<file path="src/rtl/mem_port_arbiter.sv">
// Arbitrates one unified memory port between instruction fetch (I) and load/store (D).
// One transaction in flight; responses are routed to their owner and squashed fetches are dropped.
module mem_port_arbiter #(
  parameter int ADDR_W     = 32,
  parameter int DATA_W     = 32,
  parameter int STARVE_MAX = 4
) (
  input  logic              clk,
  input  logic              rst,
  input  logic              i_req,
  input  logic [ADDR_W-1:0] i_addr,
  output logic              i_ready,
  input  logic              i_flush,
  output logic              i_rvalid,
  output logic [DATA_W-1:0] i_rdata,
  input  logic              d_req,
  input  logic              d_we,
  input  logic [3:0]        d_wstrb,
  input  logic [ADDR_W-1:0] d_addr,
  input  logic [DATA_W-1:0] d_wdata,
  output logic              d_ready,
  output logic              d_rvalid,
  output logic [DATA_W-1:0] d_rdata,
  output logic              m_req,
  output logic              m_we,
  output logic [3:0]        m_wstrb,
  output logic [ADDR_W-1:0] m_addr,
  output logic [DATA_W-1:0] m_wdata,
  input  logic              m_ready,
  input  logic              m_rvalid,
  input  logic [DATA_W-1:0] m_rdata
);

  typedef enum logic [1:0] {
    IDLE   = 2'd0,
    WAIT_I = 2'd1,
    WAIT_D = 2'd2
  } state_t;

  localparam logic [3:0] STARVE_LIM = 4'(STARVE_MAX);

  state_t     state;
  logic [3:0] starve_cnt;
  logic       drop;
  logic       wr_flag;

  logic can_grant;
  logic pick_i;
  logic grant_i;
  logic grant_d;

  // A new grant may overlap the response cycle of the current transaction.
  always_comb begin
    can_grant = rst && m_ready && (i_req || d_req) &&
                ((state == IDLE) || (((state == WAIT_I) || (state == WAIT_D)) && m_rvalid));
    pick_i    = i_req && (!d_req || (starve_cnt == STARVE_LIM));
    grant_i   = can_grant && pick_i;
    grant_d   = can_grant && !pick_i && d_req;
  end

  always_comb begin
    i_ready  = grant_i;
    d_ready  = grant_d;
    m_req    = grant_i || grant_d;
    m_we     = grant_d && d_we;
    m_wstrb  = (grant_d && d_we) ? d_wstrb : 4'b0000;
    m_wdata  = (grant_d && d_we) ? d_wdata : '0;
    m_addr   = grant_i ? i_addr : (grant_d ? d_addr : '0);

    // A flush coinciding with the response still squashes it.
    i_rvalid = rst && (state == WAIT_I) && m_rvalid && !drop && !i_flush;
    i_rdata  = i_rvalid ? m_rdata : '0;
    d_rvalid = rst && (state == WAIT_D) && m_rvalid;
    d_rdata  = (d_rvalid && !wr_flag) ? m_rdata : '0;
  end

  always_ff @(posedge clk or negedge rst) begin
    if (!rst) begin
      state      <= IDLE;
      starve_cnt <= 4'd0;
      drop       <= 1'b0;
      wr_flag    <= 1'b0;
    end else begin
      if (grant_i) begin
        state <= WAIT_I;
      end else if (grant_d) begin
        state <= WAIT_D;
      end else begin
        case (state)
          IDLE:           state <= IDLE;
          WAIT_I, WAIT_D: state <= m_rvalid ? IDLE : state;
          default:        state <= IDLE;
        endcase
      end

      if (!i_req || grant_i) begin
        starve_cnt <= 4'd0;
      end else if (grant_d && (starve_cnt != STARVE_LIM)) begin
        starve_cnt <= starve_cnt + 4'd1;
      end

      if (grant_i) begin
        drop <= i_flush;
      end else if (state == WAIT_I) begin
        if (m_rvalid) begin
          drop <= 1'b0;
        end else if (i_flush) begin
          drop <= 1'b1;
        end
      end else begin
        drop <= 1'b0;
      end

      if (grant_d) begin
        wr_flag <= d_we;
      end
    end
  end

endmodule

</file>
<file path="config.mk">
export PLATFORM = sky130hd
export DESIGN_NAME = mem_port_arbiter
export DESIGN_NICKNAME = d
export VERILOG_FILES = /design/src/rtl/mem_port_arbiter.sv
export SDC_FILE = /design/constraint.sdc
export NUM_CORES = 1
export LEC_CHECK = 0
export ABC_AREA = 1
export ABC_CLOCK_PERIOD_IN_PS = 1800
export CAP_MARGIN = 5
export CORE_AREA = 2 2 109 111
export DETAILED_ROUTE_END_ITERATION = 8
export DIE_AREA = 0 0 111 113
export PLACE_DENSITY_LB_ADDON = 0.3
export SLEW_MARGIN = 10
export SYNTH_ARGS = -nofsm -noshare
export SYNTH_HDL_FRONTEND = slang
export SYNTH_SLANG_ARGS = --single-unit
</file>
<file path="constraint.sdc">
create_clock -name clk -period 1.8 [get_ports clk]
set_clock_uncertainty 0.1 [all_clocks]
set_input_delay 0.27 -clock clk [delete_from_list [all_inputs] [get_ports clk]]
set_output_delay 0.27 -clock clk [all_outputs]
set_load 0.01 [all_outputs]
</file>
* Word-level counts from Yosys, hierarchy flattened
Cells that the tools add are included.
Word-level totals: output and inout port bits 138, word-level logic and storage cells 59, bits of input ports 140, register bits after elaboration 8
Operators by class: reductions and logical operators 32, eq/ne operators 6, add/subtract/negate cells 1, muxes and demuxes 16
Operators with widths (number):
- 32-bit 2-to-1 mux | 5
- 1-bit logical AND | 17
- 4-bit 2-to-1 mux | 3
- 2-bit 2-to-1 mux | 4
- 4-bit != test, second input constant | 2
- 1-bit zero test | 6
- 1-bit logical OR | 6
- 4-bit by 1-bit adder with 4-bit output, second input constant | 1
- 4-bit by 3-bit equality test with 1-bit output, second input constant | 1
- 1-bit 2-to-1 mux | 4
- 4-bit by 3-bit != test with 1-bit output, second input constant | 1
- 2-bit by 1-bit equality test with 1-bit output, second input constant | 1
- 2-bit equality test, second input constant | 1
- 2-bit zero test | 1
- 2-bit nonzero test | 1
- 2-bit OR reduction | 1

* Longest topological paths before layout
word-level depth 10, mapped depth 12, depth with buffers taken out 10

* Worst setup path before layout
OpenSTA, ideal clock, no wires.
kind register to output, start register state[0], end output m_we, required time 1430 ps, setup slack -153 ps, buffers on the path 2, arrival 1583 ps, cell stages (with the launch flop) 13, cells stage by stage dfrtp_1 inv_1 ha_1 nand2_1 nand2_1 nand3_4 clkinv_4 nand2_2 clkinv_2 nand2_2 buf_6 buf_6 inv_1
On the way: cells in the longest elaborated chain, start to end 8, elaborated cells between the ends (all ways) 10, those cells by class eq/ne: 2; reduce/logical: 8
Ends and longest elaborated chain:
- start: declaration | line 42 | state_t state;
- start signal: assignment | line 91 | WAIT_I, WAIT_D: state <= m_rvalid ? IDLE : state;
- 2-bit by 1-bit equality test with 1-bit output / 2-bit equality test (equally long branches) | line 55 | ((state == IDLE) || (((state == WAIT_I) || (state == WAIT_D)) && m_rvalid));
- 1-bit logical OR | line 55
- 1-bit logical AND | line 55
- 1-bit logical OR (*) | line 55
- 1-bit logical AND (*) | line 54 | can_grant = rst && m_ready && (i_req || d_req) &&
- 1-bit logical AND (*) (2 in a row) | line 58 | grant_d = can_grant && !pick_i && d_req;
- 1-bit logical AND (*) | line 65 | m_we = grant_d && d_we;
- end: declaration | line 25 | output logic m_we,
Mark *: on every way between the ends. The rest lies on a longest branch, timed or not.

* Worst setup path after layout
start register starve_cnt[0], end output m_addr[17]
On the way: cells in the longest elaborated chain, start to end 8, elaborated cells between the ends (all ways) 9, those cells by class eq/ne: 1; mux: 2; reduce/logical: 6
Ends and longest elaborated chain:
- start: declaration | line 43 | logic [3:0] starve_cnt;
- start signal: assignment | line 99 | starve_cnt <= starve_cnt + 4'd1;
- 4-bit by 3-bit equality test with 1-bit output (*) | line 56 | pick_i = i_req && (!d_req || (starve_cnt == STARVE_LIM));
- 1-bit logical OR (*) | line 56
- 1-bit logical AND (*) | line 56
- 1-bit zero test | line 58
- 1-bit logical AND (2 in a row) | line 58
- 32-bit 2-to-1 mux | line 68 | m_addr = grant_i ? i_addr : (grant_d ? d_addr : '0);
- 32-bit 2-to-1 mux (*) | line 68
- end: declaration | line 27 | output logic [ADDR_W-1:0] m_addr,
Marked as above.

==> flow_summary.toml <==
[yosys]
post-synth-top-area-cell = "nand2_1"
synth.top_cell.area_share_pct = 23.0
synth_cells = 352
ys_ff_latch = 8
syn_avg_cell_area_um2 = 4.95
synth_fp_nets = 497
syn_area_um2 = 1740
synth.distinct_cells = 23
yosys_warnings = 0
synth_area_leaders = "nand2_1 23%, nor2_1 19%, inv_1 18%, dfrtp_1 11%, nor2_4 6.5%"
ys_seq_area_share_pct = 11.5

[layout]
drive_gt1_share_pct = 54.3
nets = 854
diodes = 0
finish.instance_area_um2 = 6340
area_delta_synth_final_pct = 264

[route]
first_pass_iters = 4
drt_iter0_drc = 115
ant_nets = 0
viasPerCell = 4.12
route.detailed.drc = 0
wl_per_cell_um = 15.8
vias = 3506
wl_um = 13400

[die]
die_h_um = 113
die_width_um = 111
rows = 39
io_pins = 278
start_util_pct = 15.5
core-area_um2 = 11300
fp.dieArea_um2 = 12500

[grt]
gr-total-overflow = 0
grt_start_max_net_pins = 35
grt_pass1_wl_um = 19000
track_usage_pct = 18.9
grt_pass1_vias = 3578
antenna_found_initial = 0

[critical_path]
r2r-end = "drop"
rr_startpoint = "starve_cnt[0]"
cp-start-kind = "flip-flop"
reg2reg_depth = 13
r2r_setup_slack_ps = -110
worstPathRequired_ps = 1430
critPathKind = "flip-flop to primary output"
critPathCaptureType = "primary output"
cp_max_fo = 4
cp.arrival_ps = 1960

[timing]
setup_violations = 136
hold_viol = 0
fin_crit_sh_pct = 130
fmax_mhz = 428
min_period_ps = 2330
tightest_slew_ps = 430
finalWorstSetupSlack_ps = -535
slew_headroom_pct = 71.3
rsz0062_at_grt = "true"
holdWs_ps = 256
slew_violations = 0

[placement]
port_buffers = 277
gp_routability_congestion = 0.792
hpwl_um = 9160
place_area_um2 = 4940

[min_path]
hold_class = "input pin to asynchronous set/reset pin"

[clock_tree]
cts_buffers = 3
cts_tree = "done"
hold_buffers = 0
clk_pin_slew_ps = 40
root_buffer = "clkbuf_16"
htree_levels = 1
clk_latency_ps = 230
cts_sinks = 8
clock_path_buffers = 2

[pwr]
ir_drop_uv = 233
p_per_area_nw_per_um2 = 234
cellLeakagePower_nw = 3.30

[run]
cap_violations = 0

[run_status]
status = "complete, but fails checks"
violations = "setup timing"
[cell usage after synthesis, drive strengths merged]
library cell / instances
dfrtp: 8
o21bai: 1
nand2: 111
o22ai: 1
clkinv: 2
inv: 86
clkbuf: 6
nor2: 106
buf: 10
nand3: 5
o21ai: 4
xor2: 2
nand4: 4
ha: 5
a21oi: 1
[worst max path at each step]
| stage | start | end | slack (ps) |
|---|---|---|---|
| global placement | i_req | m_wdata[9] | -870 |
| floorplan | state[0] | m_wdata[22] | -80 |
| CTS | state[1] | m_addr[31] | -550 |
| finish | starve_cnt[0] | m_addr[17] | -530 |
| global route | state[1] | m_wdata[18] | -620 |
| detailed placement | i_req | m_wdata[7] | -890 |
[critical path: stages, from the launching register on]
cell and delay (ps):
dfrtp_1 390, inv_2 70, ha_1 170, nand3_2 80, nand2_2 80, nand2_4 80, buf_4 160, nor2_4 120
buf_12 120, buf_12 120, clkbuf_16 140, nand2_2 40, nand2_1 50, buf_2 120
[cells by family after synthesis]
family | share of synthesized area [%]
flip-flops | 11.5
AO/OA/AOI/OAI | 2.23
adder cells (fa/ha/maj) | 3.59
XOR/XNOR | 1.01
AND/OR/NAND/NOR | 56.6
buffers and inverters | 25.1
[timing repair]
action                                  CTS  global route
hold endpoints to repair                  0             0
pin swaps                                20            22
endpoints found under the setup margin  139           140
buffers inserted                         30            24
resized for setup                       683           183
cloned                                   11             5
[through the flow]
| stage | total power [mW] | instances | setup slack, ps | setup TNS [ps] | util, % |
|---|---|---|---|---|---|
| CTS | 1.38 | 831 | -546 | -57520 | 49.2 |
| floorplan | 0.400 | 352 | -78.3 | -2200 | - |
| detailed placement | 0.914 | 788 | -889 | -98230 | 43.8 |
| finish | 1.48 | 850 | -535 | -51410 | 56.3 |
| global placement | 0.905 | 788 | -866 | -97170 | 43.8 |
| global route | 1.56 | 850 | -620 | -63220 | 56.3 |
[cell type report]
class	instances	area (µm²)
flip-flops and latches	8	200
multi-input cells	241	1830
repair buffers	367	3690
inverters	88	363
clock buffers	3	75.1
fillers	1056	4930
well taps	143	179
[per-layer routing]
layer	global-route usage [%]	wire (µm)
met1	19.3	4520
met2	40.4	7800
met3	3.00	910
met4	2.83	199
met5	0	0
[report_power, final]
group / switching, mW / internal, mW / total, mW
clock: 0.0831 / 0.286 / 0.369
combinational: 0.387 / 0.533 / 0.919
sequential: 0.00415 / 0.190 / 0.194
total: 0.474 / 1.01 / 1.48
[cells in the final DEF, fill, tap and decap left out]
cell type        synthesis  layout
nor2_1                  86      18
nand4_1                  4       4
xor2_1                   2       2
buf_12                   1      12
dfrtp_1                  8       8
nand3_1                  4       2
clkinv_4                 1       1
nand3_4                  1       2
inv_12                   0       1
inv_1                   85      80
buf_4                    0      43
clkinv_8                 0       1
nand2_1                107      63
a21oi_2                  0       1
inv_4                    0       1
o21bai_1                 1       1
ha_4                     0       3
nor2_4                  10      65
nand3_2                  0       1
o22ai_1                  1       1
buf_2                    7      65
ha_1                     5       2
nand2_2                  4      34
inv_2                    1       4
o21ai_2                  0       1
clkdlybuf4s50_1          0     139
clkbuf_16                0       7
buf_6                    2      93
nand2_4                  0      12
buf_16                   0       8
nand2_8                  0       3
nor2_2                  10      23
buf_8                    0       3
o21ai_0                  4       3
[state kept, by name, indices dropped and copies added (netlist names)]
name,cells
wr_flag,1
drop,1
starve_cnt,4
state,2
Note: power is estimated with default switching activity, not from simulation.
